<file path="config.mk">
export PLATFORM = sky130hd
export DESIGN_NAME = dmem_arbiter
export DESIGN_NICKNAME = d
export VERILOG_FILES = /design/src/rtl/dmem_arb_pkg.sv /design/src/rtl/dmem_rd_tracker.sv /design/src/rtl/dmem_arbiter.sv
export SDC_FILE = /design/constraint.sdc
export NUM_CORES = 1
export LEC_CHECK = 0
export CAP_MARGIN = 20
export CORE_MARGIN = 3
export CORE_UTILIZATION = 47
export DETAILED_ROUTE_END_ITERATION = 12
export PLACE_DENSITY = 0.95
export RECOVER_POWER = 25
export SLEW_MARGIN = 20
export SYNTH_ARGS = -nofsm -noshare
export SYNTH_HDL_FRONTEND = slang
export SYNTH_SLANG_ARGS = --single-unit
</file>
<file path="constraint.sdc">
create_clock -name clk -period 3.85 [get_ports clk]
set_input_delay 0.77 -clock clk [delete_from_list [all_inputs] [get_ports clk]]
set_output_delay 0.77 -clock clk [all_outputs]
set_load 0.005 [all_outputs]
</file>
<file path="src/rtl/dmem_arb_pkg.sv">
// Shared definitions for the data-memory arbiter: FSM encoding, port IDs and defaults.
package dmem_arb_pkg;

   typedef enum logic [1:0] {
      IDLE  = 2'd0,
      LOCK0 = 2'd1,
      LOCK1 = 2'd2
   } arb_state_t;

   localparam logic PORT_CPU  = 1'b0;
   localparam logic PORT_HOST = 1'b1;

   localparam int DEF_ADDR_W    = 32;
   localparam int DEF_DATA_W    = 32;
   localparam int DEF_MAX_BURST = 16;

endpackage

</file>
<file path="src/rtl/dmem_rd_tracker.sv">
// Two-stage {valid, port} shift matching the RAM's registered-index plus one-cycle read latency;
// steers returning read data to the port that issued it.
module dmem_rd_tracker
   import dmem_arb_pkg::*;
#(
   parameter int DATA_W = DEF_DATA_W
) (
   input  logic              clk,
   input  logic              rst,
   input  logic              i_rd_acc,
   input  logic              i_rd_port,
   input  logic [DATA_W-1:0] i_mem_rdata,
   output logic              o_rvalid0,
   output logic              o_rvalid1,
   output logic [DATA_W-1:0] o_rdata0,
   output logic [DATA_W-1:0] o_rdata1,
   output logic              o_busy
);

   logic [1:0]        r_vld;
   logic [1:0]        r_port;
   logic [DATA_W-1:0] r_hold0;
   logic [DATA_W-1:0] r_hold1;
   logic              w_rv0;
   logic              w_rv1;

   always_ff @(posedge clk or negedge rst) begin
      if (!rst) begin
         r_vld  <= '0;
         r_port <= '0;
      end else begin
         r_vld  <= {r_vld[0], i_rd_acc};
         r_port <= {r_port[0], i_rd_port};
      end
   end

   assign w_rv0 = r_vld[1] & (r_port[1] == PORT_CPU);
   assign w_rv1 = r_vld[1] & (r_port[1] == PORT_HOST);

   // RAM output is only meaningful in the return cycle, so keep a copy for the idle cycles.
   always_ff @(posedge clk or negedge rst) begin
      if (!rst) begin
         r_hold0 <= '0;
         r_hold1 <= '0;
      end else begin
         if (w_rv0) r_hold0 <= i_mem_rdata;
         if (w_rv1) r_hold1 <= i_mem_rdata;
      end
   end

   assign o_rvalid0 = w_rv0;
   assign o_rvalid1 = w_rv1;
   assign o_rdata0  = w_rv0 ? i_mem_rdata : r_hold0;
   assign o_rdata1  = w_rv1 ? i_mem_rdata : r_hold1;
   assign o_busy    = |r_vld;

endmodule

</file>
<file path="src/rtl/dmem_arbiter.sv">
// Round-robin arbiter sharing the single-port data RAM between the CPU (port 0) and host/DMA (port 1).
//   state | meaning
//   IDLE  | no owner; tie goes to the port other than the last granted one
//   LOCK0 | port 0 owns the RAM until it drops lock or the burst limit expires
//   LOCK1 | port 1 owns the RAM until it drops lock or the burst limit expires
module dmem_arbiter
   import dmem_arb_pkg::*;
#(
   parameter int ADDR_W    = DEF_ADDR_W,
   parameter int DATA_W    = DEF_DATA_W,
   parameter int MAX_BURST = DEF_MAX_BURST
) (
   input  logic              clk,
   input  logic              rst,
   input  logic              m0_req,
   input  logic              m0_we,
   input  logic              m0_lock,
   input  logic [ADDR_W-1:0] m0_addr,
   input  logic [DATA_W-1:0] m0_wdata,
   output logic              m0_gnt,
   output logic              m0_rvalid,
   output logic [DATA_W-1:0] m0_rdata,
   input  logic              m1_req,
   input  logic              m1_we,
   input  logic              m1_lock,
   input  logic [ADDR_W-1:0] m1_addr,
   input  logic [DATA_W-1:0] m1_wdata,
   output logic              m1_gnt,
   output logic              m1_rvalid,
   output logic [DATA_W-1:0] m1_rdata,
   output logic              mem_wr_en,
   output logic [ADDR_W-1:0] mem_index,
   output logic [DATA_W-1:0] mem_entry,
   input  logic [DATA_W-1:0] mem_entry_out,
   output logic              busy,
   output logic [31:0]       gnt_cnt0,
   output logic [31:0]       gnt_cnt1
);

   localparam int CNT_W = $clog2(MAX_BURST + 1);
   localparam logic [CNT_W-1:0] CNT_ONE    = CNT_W'(1);
   localparam logic [CNT_W-1:0] BURST_LAST = CNT_W'(MAX_BURST);

   arb_state_t        r_state;
   arb_state_t        w_state_nxt;
   logic              r_rr;
   logic              w_rr_nxt;
   logic [CNT_W-1:0]  r_burst_cnt;
   logic [CNT_W-1:0]  w_burst_nxt;
   logic [CNT_W-1:0]  w_burst_inc;
   logic              w_gnt0;
   logic              w_gnt1;
   logic              w_acc;
   logic              w_sel;
   logic              w_sel_we;
   logic              w_sel_lock;
   logic [ADDR_W-1:0] w_sel_addr;
   logic [DATA_W-1:0] w_sel_wdata;
   logic              r_wr_en;
   logic [ADDR_W-1:0] r_index;
   logic [DATA_W-1:0] r_entry;
   logic [31:0]       r_cnt0;
   logic [31:0]       r_cnt1;
   logic              w_rd_busy;

   always_comb begin
      w_gnt0 = 1'b0;
      w_gnt1 = 1'b0;
      case (r_state)
         IDLE: begin
            if (m0_req && m1_req) begin
               w_gnt0 = (r_rr == PORT_HOST);
               w_gnt1 = (r_rr == PORT_CPU);
            end else begin
               w_gnt0 = m0_req;
               w_gnt1 = m1_req;
            end
         end
         LOCK0:   w_gnt0 = m0_req;
         LOCK1:   w_gnt1 = m1_req;
         default: ;
      endcase
   end

   assign w_acc       = w_gnt0 | w_gnt1;
   assign w_sel       = w_gnt1;
   assign w_sel_we    = w_sel ? m1_we    : m0_we;
   assign w_sel_lock  = w_sel ? m1_lock  : m0_lock;
   assign w_sel_addr  = w_sel ? m1_addr  : m0_addr;
   assign w_sel_wdata = w_sel ? m1_wdata : m0_wdata;
   assign w_burst_inc = r_burst_cnt + CNT_ONE;

   // The burst counter runs in every lock cycle, so an owner that stalls still burns its window.
   always_comb begin
      w_state_nxt = r_state;
      w_rr_nxt    = r_rr;
      w_burst_nxt = r_burst_cnt;
      if (w_acc) w_rr_nxt = w_sel;
      case (r_state)
         IDLE: begin
            w_burst_nxt = '0;
            if (w_acc && w_sel_lock && (MAX_BURST > 1)) begin
               w_state_nxt = w_sel ? LOCK1 : LOCK0;
               w_burst_nxt = CNT_ONE;
            end
         end
         LOCK0, LOCK1: begin
            w_burst_nxt = w_burst_inc;
            if (w_burst_inc == BURST_LAST) begin
               w_state_nxt = IDLE;
               w_rr_nxt    = (r_state == LOCK1);
               w_burst_nxt = '0;
            end else if (w_acc && !w_sel_lock) begin
               w_state_nxt = IDLE;
               w_burst_nxt = '0;
            end
         end
         default: begin
            w_state_nxt = IDLE;
            w_burst_nxt = '0;
         end
      endcase
   end

   always_ff @(posedge clk or negedge rst) begin
      if (!rst) begin
         r_state     <= IDLE;
         r_rr        <= PORT_HOST;
         r_burst_cnt <= '0;
      end else begin
         r_state     <= w_state_nxt;
         r_rr        <= w_rr_nxt;
         r_burst_cnt <= w_burst_nxt;
      end
   end

   always_ff @(posedge clk or negedge rst) begin
      if (!rst) begin
         r_wr_en <= 1'b0;
         r_index <= '0;
         r_entry <= '0;
         r_cnt0  <= '0;
         r_cnt1  <= '0;
      end else begin
         r_wr_en <= w_acc & w_sel_we;
         if (w_acc) begin
            r_index <= w_sel_addr;
            r_entry <= w_sel_wdata;
         end
         if (w_gnt0 && (r_cnt0 != '1)) r_cnt0 <= r_cnt0 + 32'd1;
         if (w_gnt1 && (r_cnt1 != '1)) r_cnt1 <= r_cnt1 + 32'd1;
      end
   end

   dmem_rd_tracker #(
      .DATA_W (DATA_W)
   ) u_rd_tracker (
      .clk         (clk),
      .rst         (rst),
      .i_rd_acc    (w_acc & ~w_sel_we),
      .i_rd_port   (w_sel),
      .i_mem_rdata (mem_entry_out),
      .o_rvalid0   (m0_rvalid),
      .o_rvalid1   (m1_rvalid),
      .o_rdata0    (m0_rdata),
      .o_rdata1    (m1_rdata),
      .o_busy      (w_rd_busy)
   );

   // Grants are combinational from req, so mask them while reset holds the registers.
   assign m0_gnt    = w_gnt0 & rst;
   assign m1_gnt    = w_gnt1 & rst;
   assign mem_wr_en = r_wr_en;
   assign mem_index = r_index;
   assign mem_entry = r_entry;
   assign gnt_cnt0  = r_cnt0;
   assign gnt_cnt1  = r_cnt1;
   assign busy      = (r_state != IDLE) | w_rd_busy;

endmodule

</file>
==> results of run 1 <==
[registers in the layout (all words and copies together) (netlist names)]
register and cells:
gnt_cnt1 32, mem_entry 32, r_rr 1, r_burst_cnt 5, mem_wr_en 1, r_state 2
mem_index 32, u_rd_tracker.r_vld 2, u_rd_tracker.r_hold0 32, u_rd_tracker.r_port 2, gnt_cnt0 32, u_rd_tracker.r_hold1 32
[power by group through the flow]
| stage | Combinational (W) | Clock (W) | Sequential, W |
|---|---|---|---|
| finish | 0.00414 | 0.00205 | 0.00341 |
| global route | 0.00443 | 0.00217 | 0.00346 |
| CTS | 0.00415 | 0.00208 | 0.00338 |
| detailed placement | 0.00408 | 0 | 0.00340 |
| global placement | 0.00395 | 0 | 0.00334 |
| floorplan | 0.00166 | 0 | 0.00333 |
[per-layer routing]
layer / vias up / part of all wire (%) / wire length, um / track usage (%)
met5: - / 0 / 0 / 0
met4: 0 / 4.6 / 1402 / 12.91
met1: 4070 / 36 / 10990 / 32.16
met2: 430 / 51 / 15610 / 46.74
met3: 97 / 8.3 / 2543 / 7.065
li1: 3647 / - / - / -
[cell type report]
class | instances | area share, %
well taps | 234 | 2.149
clock buffers | 35 | 4.923
multi-input cells | 585 | 27.28
flip-flops and latches | 205 | 37.67
repair buffers | 373 | 27.45
clock inverters | 4 | 0.1745
inverters | 9 | 0.2480
diodes | 6 | 0.1102
[how the worst min path moves through the flow]
stage                                startpoint                               end  slack, ps
2_1_floorplan  u_rd_tracker.r_port[0]$_DFF_PN0_  u_rd_tracker.r_port[1]$_DFF_PN0_        330
3_3_place_gp   u_rd_tracker.r_port[0]$_DFF_PN0_  u_rd_tracker.r_port[1]$_DFF_PN0_        340
3_5_place_dp   u_rd_tracker.r_port[0]$_DFF_PN0_  u_rd_tracker.r_port[1]$_DFF_PN0_        340
4_1_cts                                     rst          gnt_cnt0[19]$_DFFE_PN0P_        140
5_1_grt                                     rst          gnt_cnt0[19]$_DFFE_PN0P_        150
6_report                                    rst          gnt_cnt0[19]$_DFFE_PN0P_        150
[logic make-up (layout without fill, tap and decap cells)]
kind of cell | after synthesis | count (layout) | share of synthesized area, %
AND/OR/NAND/NOR | 358 | 358 | 18.86
buffers and inverters | 51 | 421 | 2.285
multiplexers | 67 | 67 | 8.336
adder cells (fa/ha/maj) | 8 | 8 | 1.108
flip-flops | 205 | 205 | 56.78
AO/OA/AOI/OAI | 89 | 89 | 6.522
XOR/XNOR | 63 | 63 | 6.106
other | 0 | 6 | 0
[worst max-delay path, delay by kind of cell]
kind                   cells  cell delay [ps]
and+or+nand+nor            1              100
AOI/OAI and AO/OA          2              480
buffers and inverters      2             1070
[through the flow]
stage,area [um^2],instances,utilization (%)
finish,13620,1451,72.59
global route,13620,1450,72.57
CTS,13610,1445,72.52
detailed placement,12920,1406,68.82
global placement,12920,1406,68.82
floorplan,9036,841,-
[cell usage in the layout, fill, tap and decap left out, types with 3 or more instances in the layout]
cell type,instances
a31oi_1,70
and2_1,3
and3_1,11
and4_1,10
buf_4,5
clkbuf_1,7
clkbuf_16,23
clkbuf_8,6
clkdlybuf4s50_1,364
clkinv_2,3
dfrtp_1,204
diode_2,6
ha_1,8
inv_1,8
mux2_1,6
mux2_2,60
nand2_1,158
nand2b_1,3
nand3_1,27
nand4_1,23
nor2_1,76
nor3_1,17
nor4_1,7
nor4_4,3
o21ai_0,3
xnor2_1,40
xor2_1,23
==> out/metrics.cfg, run 1 <==
[status]
run_status=finished, final reports clean

[sta]
setup_total_negative_slack_ps=0
final.min_clock_period_ps=3176
max_slew.worst_pin.slew_ps=1479
layout_setup_ws_ps=673.9
timing.fmax_mhz=314.9
final-setup-viol-count=0
final_min_period_over_clock_period_pct=82.50
hold_ws_ps=150.4
skew_ps=10.68
rsz0062_at_grt=false
final-max-slew-violation-count=0
finalHoldViolCount=0
max-slew-margin-rel_pct=1.432

[logic_synthesis]
yosys_warnings=0
netlist.area_leader.share_pct=56.49
synth_area_leader_cell=dfrtp_1
synth_most_common_cell=dfrtp_1
netlist_top_cells_area=dfrtp_1 56%, mux2_2 8.2%, nand2_1 6.6%, a31oi_1 4.8%, xnor2_1 3.9%
synth.ff_latch_count=205
synthesis.nets=1017
netlist_top_cells_count=204 x dfrtp_1, 159 x nand2_1, 77 x nor2_1
synth_seq_area_share_pct=56.78
synth-edff-count=0
yosys_most_used_dff=dfrtp_1
synthCells=841
synthDistinctLibCells=53
synth-async-reset-ratio_pct=100.0
netlist_area_mm2=0.009036
syn_avg_cell_area_um2=10.74

[setup_path]
timing.critical_path.required_ps=3080
worst_path_most_repeated_cell=clkdlybuf4s50_1
r2r.worst_path.cells=9
cp_cell_sequence=clkdlybuf4s50_1, a21boi_1, o21ai_4, nor2_1, clkdlybuf4s50_1
endpoint_kind=primary output
crit_path_end=m1_gnt
critPathMaxFanout=7
critical_path.startpoint=m0_req
critPathKind=in2out
crit-reg2reg-launch=r_state[0]$_DFFE_PN0P_
worst-r2r-setup-slack_ps=1100
crit_path_start_kind=primary input
critical_path.slowest_cell=clkdlybuf4s50_1
worstPathArrival_ps=2410
timing.critical_path.slowest_cell_delay_ps=540
rr_endpoint=r_state[1]$_DFFE_PN0P_

[place]
hpwl_um=21160
dpl_worst_slack_ps=525.8
numPortBuffers=365
place_congestion=0.8770

[floorplanning]
placement_rows=50
die_extent_in_x_um=144.7
io-pin-count=366
overall_die_area_mm2=0.02093
floorplan.initialDensity_pct=48.15
die_h_um=144.7
core_mm2=0.01877

[power_and_ir_drop]
peakVddDrop_mv=0.3807
netSwitchingFraction_pct=32.63
cell_internal_pwr_w=0.006468
report.power.total_w=0.009600
power.static_leakage_nw=5.799
cellPowerDensity_mw_per_mm2=704.7
p_sw_w=0.003132
combinationalPowerShare_pct=43.1
seq_power_share_pct=35.5
p_clk_share_pct=21.4

[cells_and_area]
area.sequential_mm2=0.005131
fillCellCount=1191
area_growth_pct=50.76
layout-drive-gt1-share_pct=9.579
multiInputGateArea_mm2=0.003716
num-nets-final=1373

[detailed_routing]
drt-total-wl_um=30550
via_per_inst=5.682
final_antenna_net_count=0
first_pass_iters=7
avgRoutedWirePerCell_um=21.05
routed-via-count=8244
drt_drc_violations_left=0
drt_first_iter_violations=510

[clock_tree]
cts.sink_count=205
clock_insertion_delay_worst_skew_ps=510
clk_transition_reported_paths_ps=60
post-cts-setup-buffer-count=0
tritoncts=yes
cts_root_buffer=clkbuf_16
cts_resized=0
htreeDepth=1
ctsHoldBuffers=0
number_of_buffers_between_clock_root_and_the_deepest_sink=3
num_cts_buffers=23

[global_route]
grt_pass1_vias=8128
globalRoute.totalOverflow=0
grt_antenna_before_repair=5
grt_pass1_wl_um=44970
maximum_number_of_pins_on_one_net_before_global_route_repair=139
track_usage_pct=27.29

[flow_run]
maxCapViolCount=0

[hold_path]
hold_path.class=in2async

Power figures use the tool's default switching activity.
==> run 2: changes to the inputs <==
--- a/config.mk
+++ b/config.mk
@@ -7,9 +7,9 @@
 export LEC_CHECK = 0
 export CAP_MARGIN = 20
 export CORE_MARGIN = 3
-export CORE_UTILIZATION = 47
+export CORE_UTILIZATION = 39
 export DETAILED_ROUTE_END_ITERATION = 12
-export PLACE_DENSITY = 0.95
+export PLACE_DENSITY = 0.87
 export RECOVER_POWER = 25
 export SLEW_MARGIN = 20
 export SYNTH_ARGS = -nofsm -noshare
==> constraint.sdc (replaced) <==
create_clock -name clk -period 2.6 [get_ports clk]
set_input_delay 0.52 -clock clk [delete_from_list [all_inputs] [get_ports clk]]
set_output_delay 0.52 -clock clk [all_outputs]
set_load 0.005 [all_outputs]
==> run 2 against run 1 <==
  * The run now ends with max-capacitance violations, max-slew violations left
  * Critical path depth stayed put
  * Routed wire length is 3.5% lower
  * Setup slack worse by 640 ps
  * Global-route usage is 5.9 points lower
  * Sequential power is 47% higher
  * Register-to-register slack worse by 760 ps
  * Core utilization is 10 points lower
  * Die area is 20% higher
  * Clock-buffer cell count stayed put
  * Via count is 1.9% lower
  * Non-clock buffer count is 31 higher
  * Sequential share of layout area is 1.4 points lower
  * Critical endpoint is now m0_rdata[6]
==> out/metrics.cfg, run 2 (synthesis gave the netlist of run 1 again) <==
[setup_path]
cp_top_delay_family=buffers and inverters  ; unchanged
critPathMaxFanout=16  ; was 7
critical_path.slowest_cell=dfrtp_2  ; was clkdlybuf4s50_1
endpoint_kind=primary output  ; unchanged
timing.critical_path.slowest_cell_delay_ps=450  ; was 540 ps
crit_path_start_kind=flop  ; was primary input
timing.critical_path.buf_inv=3  ; was 2
timing.critical_path.required_ps=2080  ; was 3080 ps
critPathKind=reg2out  ; was in2out
worstPathArrival_ps=2050  ; was 2410 ps
cp_cell_sequence=nand2b_4, buf_4, clkbuf_16, mux2_2, dlygate4sd2_1  ; was clkdlybuf4s50_1, a21boi_1, o21ai_4, nor2_1, clkdlybuf4s50_1

[cells_and_area]
layoutNonFillerInstCount=1528  ; was 1451
antenna_cells_inserted=0  ; was 6
fillCellCount=1746  ; was 1191
layout-drive-gt1-share_pct=13.03  ; was 9.579%
post_route_utilization_pct=62.40  ; was 72.59%
num-nets-final=1404  ; was 1373
area_growth_pct=56.81  ; was 50.76%
mostFrequentLayoutCell=clkdlybuf4s50_1  ; unchanged
layout.cells.most_common_list=298 x clkdlybuf4s50_1, 203 x dfrtp_1, 157 x nand2_1, 76 x nor2_1, 70 x a31oi_1  ; was 364 x clkdlybuf4s50_1, 204 x dfrtp_1, 158 x nand2_1, 76 x nor2_1, 70 x a31oi_1

[global_route]
grt_pass1_wl_um=43070  ; was 44970 um
grt_pass1_vias=7929  ; was 8128
globalRoute.totalOverflow=0  ; unchanged
track_usage_pct=21.37  ; was 27.29%
grt_antenna_before_repair=1  ; was 5
maximum_number_of_pins_on_one_net_before_global_route_repair=113  ; was 139

[status]
failed_checks=max-capacitance violations, max-slew violations
run_status=finished with violations  ; was finished, final reports clean

[sta]
max_slew.worst_pin.slew_ps=1519  ; was 1479 ps
final-setup-viol-count=0  ; unchanged
rsz0062_at_grt=true  ; was false
finalHoldViolCount=0  ; unchanged
max-slew-margin-rel_pct=-1.284  ; was 1.432%
timing.fmax_mhz=389.0
final.min_clock_period_ps=2571
skew_ps=12.19  ; was 10.68 ps
layout_setup_ws_ps=29.04  ; was 673.9 ps
final-max-slew-violation-count=112  ; was 0
final_min_period_over_clock_period_pct=98.88

[detailed_routing]
drt-total-wl_um=29480  ; was 30550 um
drt_first_iter_violations=677  ; was 510
via_per_inst=5.293  ; was 5.682
final_antenna_net_count=0  ; unchanged
routed-via-count=8087  ; was 8244
drt_drc_violations_left=0  ; unchanged
first_pass_iters=6  ; was 7
avgRoutedWirePerCell_um=19.29  ; was 21.05 um

[power_and_ir_drop]
cellPowerDensity_mw_per_mm2=1013  ; was 704.7 mW/mm^2
netSwitchingFraction_pct=31.82  ; was 32.63%
peakVddDrop_mv=0.4965  ; was 0.3807 mV
combinationalPowerShare_pct=42.6  ; was 43.1%
cell_internal_pwr_w=0.009790  ; was 0.006468 W
power.static_leakage_nw=6.305  ; was 5.799 nW
p_sw_w=0.004570  ; was 0.003132 W
seq_power_share_pct=35.0  ; was 35.5%
p_clk_share_pct=22.5  ; was 21.4%

[clock_tree]
clk_transition_reported_paths_ps=60  ; about the same
clock_insertion_delay_worst_skew_ps=500  ; was 510 ps
ctsHoldBuffers=0  ; unchanged
num_cts_buffers=23  ; unchanged
tritoncts=yes  ; unchanged
cts.sink_count=205  ; unchanged
cts_root_buffer=clkbuf_16  ; unchanged
htreeDepth=1  ; unchanged
number_of_buffers_between_clock_root_and_the_deepest_sink=3  ; unchanged

[floorplanning]
placement_rows=55  ; was 50
io-pin-count=366  ; unchanged
core_mm2=0.02271  ; was 0.01877 mm^2
floorplan.initialDensity_pct=39.79  ; was 48.15%
die_extent_in_x_um=158.2  ; was 144.7 um
die_h_um=158.2  ; was 144.7 um
overall_die_area_mm2=0.02503  ; was 0.02093 mm^2

[flow_run]
maxCapViolCount=1  ; was 0

[hold_path]
hold_path.class=in2async  ; unchanged

[place]
hpwl_um=20150  ; was 21160 um
numPortBuffers=365  ; unchanged
dpl_worst_slack_ps=39.76  ; was 525.8 ps
place_congestion=0.8541  ; was 0.8770
dp_cells=1467  ; was 1406

-- run 2: cell count changes in the layout (fill, tap and decap cells not counted), moves of 3 or more --
cell,before,now
clkdlybuf4s15_1,0,7
diode_2,6,0
mux2_1,6,0
mux2_4,0,3
clkdlybuf4s50_1,364,298
buf_4,5,25
clkbuf_16,23,26
dlygate4sd2_1,0,45
mux2_2,60,63
dlymetal6s2s_1,0,14
buf_12,2,7
-- run 2: metrics by stage --
| step | total power [W] | hold WS [ps] | TNS [ps] | instance area, um^2 |
|---|---|---|---|---|
| 5_1_grt | 0.01518 | 169.0 | -346.8 | 14170 |
| 4_1_cts | 0.01430 | 99.17 | -787.7 | 14010 |
| 2_1_floorplan | 0.007381 | 224.4 | 0 | 9036 |
| 6_report | 0.01436 | 119.5 | 0 | 14170 |
| 3_3_place_gp | 0.01090 | 334.7 | 0 | 13110 |
| 3_5_place_dp | 0.01113 | 334.7 | 0 | 13110 |
-- run 2: power by group through the flow --
stage          clock (W)  sequential [W]  combinational [W]
6_report         0.00323         0.00502            0.00611
5_1_grt          0.00345         0.00513            0.00659
4_1_cts          0.00330         0.00500            0.00600
3_5_place_dp           0         0.00503            0.00610
3_3_place_gp           0         0.00495            0.00595
2_1_floorplan          0         0.00493            0.00246
-- run 2: area by class of cell --
cell class,instances,area [um^2],share of cell area [%]
Clock inverter,5,75.07,0.5298
Multi-Input combinational cell,585,3784,26.70
Tap cell,285,356.6,2.517
Inverter,9,33.78,0.2384
Clock buffer,35,680.7,4.804
Sequential cell,205,5132,36.22
Timing Repair Buffer,404,4108,28.99
-- run 2: path summary, 6_finish.rpt --
kind | startpoint | endpoint | slack (ps) | cells after the start
worst max-delay path | u_rd_tracker.r_vld[1]$_DFF_PN0_ | m0_rdata[6] | 30 | 5
worst min-delay path | rst | mem_index[17]$_DFFE_PN0P_ | 120 | 2
worst max register to register | r_state[1]$_DFFE_PN0P_ | r_burst_cnt[0]$_DFF_PN0_ | 340 | 7
worst min register to register | u_rd_tracker.r_port[0]$_DFF_PN0_ | u_rd_tracker.r_port[1]$_DFF_PN0_ | 360 | 0
max in group asynchronous | rst | u_rd_tracker.r_vld[1]$_DFF_PN0_ | 460 | 3
min in group clk | u_rd_tracker.r_port[0]$_DFF_PN0_ | u_rd_tracker.r_port[1]$_DFF_PN0_ | 360 | 0
-- run 2: timing repair --
action                                  CTS  global route
setup buffers                             8             8
pin swaps                                 1             0
gates cloned                              2             3
resized for setup                        73            18
endpoints found under the setup margin   66            14
-- run 2: layer usage --
metal	part of all wire, %	GRT usage, %	vias up
met5	0.041	0	-
met4	2.9	6.800	2
met3	7.4	4.538	69
met2	51	37.70	363
met1	39	26.20	3953
li1	-	-	3700
==> run 3: changes to the inputs <==
--- a/config.mk
+++ b/config.mk
@@ -7,9 +7,9 @@
 export LEC_CHECK = 0
 export CAP_MARGIN = 20
 export CORE_MARGIN = 3
-export CORE_UTILIZATION = 39
+export CORE_UTILIZATION = 44
 export DETAILED_ROUTE_END_ITERATION = 12
-export PLACE_DENSITY = 0.87
+export PLACE_DENSITY = 0.92
 export RECOVER_POWER = 25
 export SLEW_MARGIN = 20
 export SYNTH_ARGS = -nofsm -noshare
==> constraint.sdc (replaced) <==
create_clock -name clk -period 2.5 [get_ports clk]
set_input_delay 0.5 -clock clk [delete_from_list [all_inputs] [get_ports clk]]
set_output_delay 0.5 -clock clk [all_outputs]
set_load 0.005 [all_outputs]
==> run 3 against run 2 <==
  * The flow finishes with violations (negative setup slack)
  * Largest cell class unchanged
  * Largest power group unchanged
  * Register-to-register slack worse by 30 ps
  * Global-route usage is 4.3 points higher
  * Total power is 6.8% higher
  * Critical endpoint is now m0_rdata[14]
  * Clock skew is 2.8 ps lower
  * Sequential power is 4.8% higher
  * Clock power is 9.3% higher
==> out/metrics.cfg, run 3 (synthesis gave the netlist of run 1 again) <==
[clock_tree]
clk_transition_reported_paths_ps=60  ; about the same
cts_root_buffer=clkbuf_16  ; unchanged
htreeDepth=1  ; unchanged
num_cts_buffers=24  ; was 23
clock_insertion_delay_worst_skew_ps=510  ; was 500 ps
tritoncts=yes  ; unchanged
number_of_buffers_between_clock_root_and_the_deepest_sink=3  ; unchanged
cts.sink_count=205  ; unchanged

[hold_path]
hold_path.class=reg2reg  ; was in2async
hold_path_depth=0

[flow_run]
maxCapViolCount=0  ; was 1

[detailed_routing]
final_antenna_net_count=0  ; unchanged
routed-via-count=8389  ; was 8087
via_per_inst=5.483  ; was 5.293
drt_drc_violations_left=0  ; unchanged
drt_first_iter_violations=561  ; was 677
drt-total-wl_um=31610  ; was 29480 um
avgRoutedWirePerCell_um=20.66  ; was 19.29 um
first_pass_iters=7  ; was 6

[setup_path]
critPathMaxFanout=16  ; unchanged
cp_top_delay_family=buffers and inverters  ; unchanged
crit_path_start_kind=flop  ; unchanged
worst-r2r-setup-slack_ps=310  ; was 340 ps
endpoint_kind=primary output  ; unchanged
crit_path_end=m0_rdata[14]  ; was m0_rdata[6]
critical_path.slowest_cell=dfrtp_1  ; was dfrtp_2
worstPathArrival_ps=2030  ; was 2050 ps
crit-reg2reg-launch=r_state[0]$_DFFE_PN0P_  ; was r_state[1]$_DFFE_PN0P_
timing.critical_path.buf_inv=3  ; unchanged
r2r.worst_path.cells=8  ; was 7
critical_path.startpoint=u_rd_tracker.r_port[1]$_DFF_PN0_  ; was u_rd_tracker.r_vld[1]$_DFF_PN0_
timing.critical_path.slowest_cell_delay_ps=390  ; was 450 ps
critPathKind=reg2out  ; unchanged
critical_path_cell_count=5  ; unchanged
cp_cell_sequence=nand2b_4, buf_6, clkbuf_16, mux2_2, dlygate4sd2_1  ; was nand2b_4, buf_4, clkbuf_16, mux2_2, dlygate4sd2_1
timing.critical_path.required_ps=2000  ; was 2080 ps
rr_endpoint=gnt_cnt1[27]$_DFFE_PN0P_  ; was r_burst_cnt[0]$_DFF_PN0_

[power_and_ir_drop]
cellPowerDensity_mw_per_mm2=1077  ; was 1013 mW/mm^2
peakVddDrop_mv=0.5460  ; was 0.4965 mV
power.static_leakage_nw=6.413  ; was 6.305 nW
report.power.total_w=0.01534  ; was 0.01436 W

[floorplanning]
placement_rows=51  ; was 55
die_h_um=149.3  ; was 158.2 um
overall_die_area_mm2=0.02229  ; was 0.02503 mm^2
floorplan.initialDensity_pct=45.53  ; was 39.79%
die_extent_in_x_um=149.3  ; was 158.2 um
core_mm2=0.01985  ; was 0.02271 mm^2
io-pin-count=366  ; unchanged

[cells_and_area]
num-nets-final=1420  ; was 1404
layout.cells.most_common_list=296 x clkdlybuf4s50_1, 203 x dfrtp_1, 157 x nand2_1, 76 x nor2_1, 70 x a31oi_1  ; was 298 x clkdlybuf4s50_1, 203 x dfrtp_1, 157 x nand2_1, 76 x nor2_1, 70 x a31oi_1
final_cell_area_mm2=0.01425  ; was 0.01417 mm^2
area_growth_pct=57.67  ; was 56.81%
layout-drive-gt1-share_pct=15.46  ; was 13.03%
mostFrequentLayoutCell=clkdlybuf4s50_1  ; unchanged

[sta]
skew_ps=9.343  ; was 12.19 ps
timing.fmax_mhz=395.7
final-setup-viol-count=18  ; was 0
final.min_clock_period_ps=2527
rsz0062_at_grt=true  ; unchanged
max_slew.worst_pin.slew_ps=844.3  ; was 1519 ps
final_min_period_over_clock_period_pct=101.1
max-slew-margin-rel_pct=43.71  ; was -1.284%
final-max-slew-violation-count=0  ; was 112
layout_setup_ws_ps=-27.22  ; was 29.04 ps
finalHoldViolCount=0  ; unchanged
hold_ws_ps=372.6  ; was 119.5 ps

[global_route]
grt_pass1_wl_um=45530  ; was 43070 um
track_usage_pct=25.65  ; was 21.37%
grt_pass1_vias=8290  ; was 7929
grt_antenna_before_repair=5  ; was 1
globalRoute.totalOverflow=0  ; unchanged
maximum_number_of_pins_on_one_net_before_global_route_repair=124  ; was 113

[place]
hpwl_um=21000  ; was 20150 um
numPortBuffers=365  ; unchanged
place_congestion=0.8724  ; was 0.8541
cell_area_placed_mm2=0.01314  ; was 0.01311 mm^2

[status]
run_status=finished with violations  ; unchanged
failed_checks=negative setup slack  ; was max-capacitance violations, max-slew violations

[run 3: cell count changes in the layout (fill, tap and decap cells not counted), sizes merged]
cell	before	now
buf	34	49
bufbuf	1	0
clkbuf	40	58
clkdlybuf4s15	7	12
clkdlybuf4s50	298	296
clkinv	3	5
diode	0	4
dlygate4sd2	45	20
dlygate4sd3	0	1
dlymetal6s2s	14	19
[run 3: cell type report]
class	instances	area [um^2]
Multi-Input combinational cell	585	3782
Clock buffer	36	705.7
Fill cell	1292	5598
Inverter	9	33.78
Antenna cell	4	10.01
Clock inverter	7	96.34
Tap cell	265	331.6
Timing Repair Buffer	419	4155
Sequential cell	205	5132
[run 3: timing repair]
action                                  4_1_cts  5_1_grt
hold buffers                                  1        0
cloned                                        0        4
resized for setup                            63       68
endpoints found under the setup margin       66       33
pin swaps                                     0        1
hold endpoints to repair                     19        0
setup buffers                                 0       24
[run 3: worst min path at each step]
stage / startpoint / end / slack, ps
finish: u_rd_tracker.r_vld[0]$_DFF_PN0_ / u_rd_tracker.r_vld[1]$_DFF_PN0_ / 370
global placement: u_rd_tracker.r_port[0]$_DFF_PN0_ / u_rd_tracker.r_port[1]$_DFF_PN0_ / 330
CTS: u_rd_tracker.r_vld[0]$_DFF_PN0_ / u_rd_tracker.r_vld[1]$_DFF_PN0_ / 370
detailed placement: u_rd_tracker.r_port[0]$_DFF_PN0_ / u_rd_tracker.r_port[1]$_DFF_PN0_ / 360
global route: u_rd_tracker.r_vld[0]$_DFF_PN0_ / u_rd_tracker.r_vld[1]$_DFF_PN0_ / 390
floorplan: rst / gnt_cnt0[0]$_DFFE_PN0P_ / 200
[run 3: metal layers]
metal  track usage (%)  part of all wire, %  vias to the layer above
li1                  -                    -                     3752
met1             30.78                   38                     4141
met2             44.51                   50                      407
met3             5.925                  7.6                       87
met4             10.66                  4.2                        2
met5                 0                0.041                        -
[run 3: worst reg2reg max path: stages (launching register included)]
cell	delay, ps
dfrtp_1	400
inv_1	140
ha_2	240
a21boi_4	220
buf_4	150
o2111ai_1	160
a211oi_4	460
nand3_1	170
xnor2_1	150
[run 3: per-stage QoR]
stage / std cells / worst slack [ps] / utilization [%] / TNS (ps)
after global placement: 1454 / -16.95 / 66.19 / -16.95
after global routing: 1530 / -87.15 / 71.79 / -1780
after floorplan: 841 / 316.4 / - / 0
after detailed placement: 1454 / -24.73 / 66.19 / -47.78
final: 1530 / -27.22 / 71.79 / -230.1
after CTS: 1498 / -152.6 / 70.27 / -2389
[run 3: where the power goes]
part	switching (W)	internal, W	leakage (nW)
sequential	0.000704	0.00456	2.52
combinational	0.00294	0.00361	3.50
clock	0.00138	0.00215	0.397
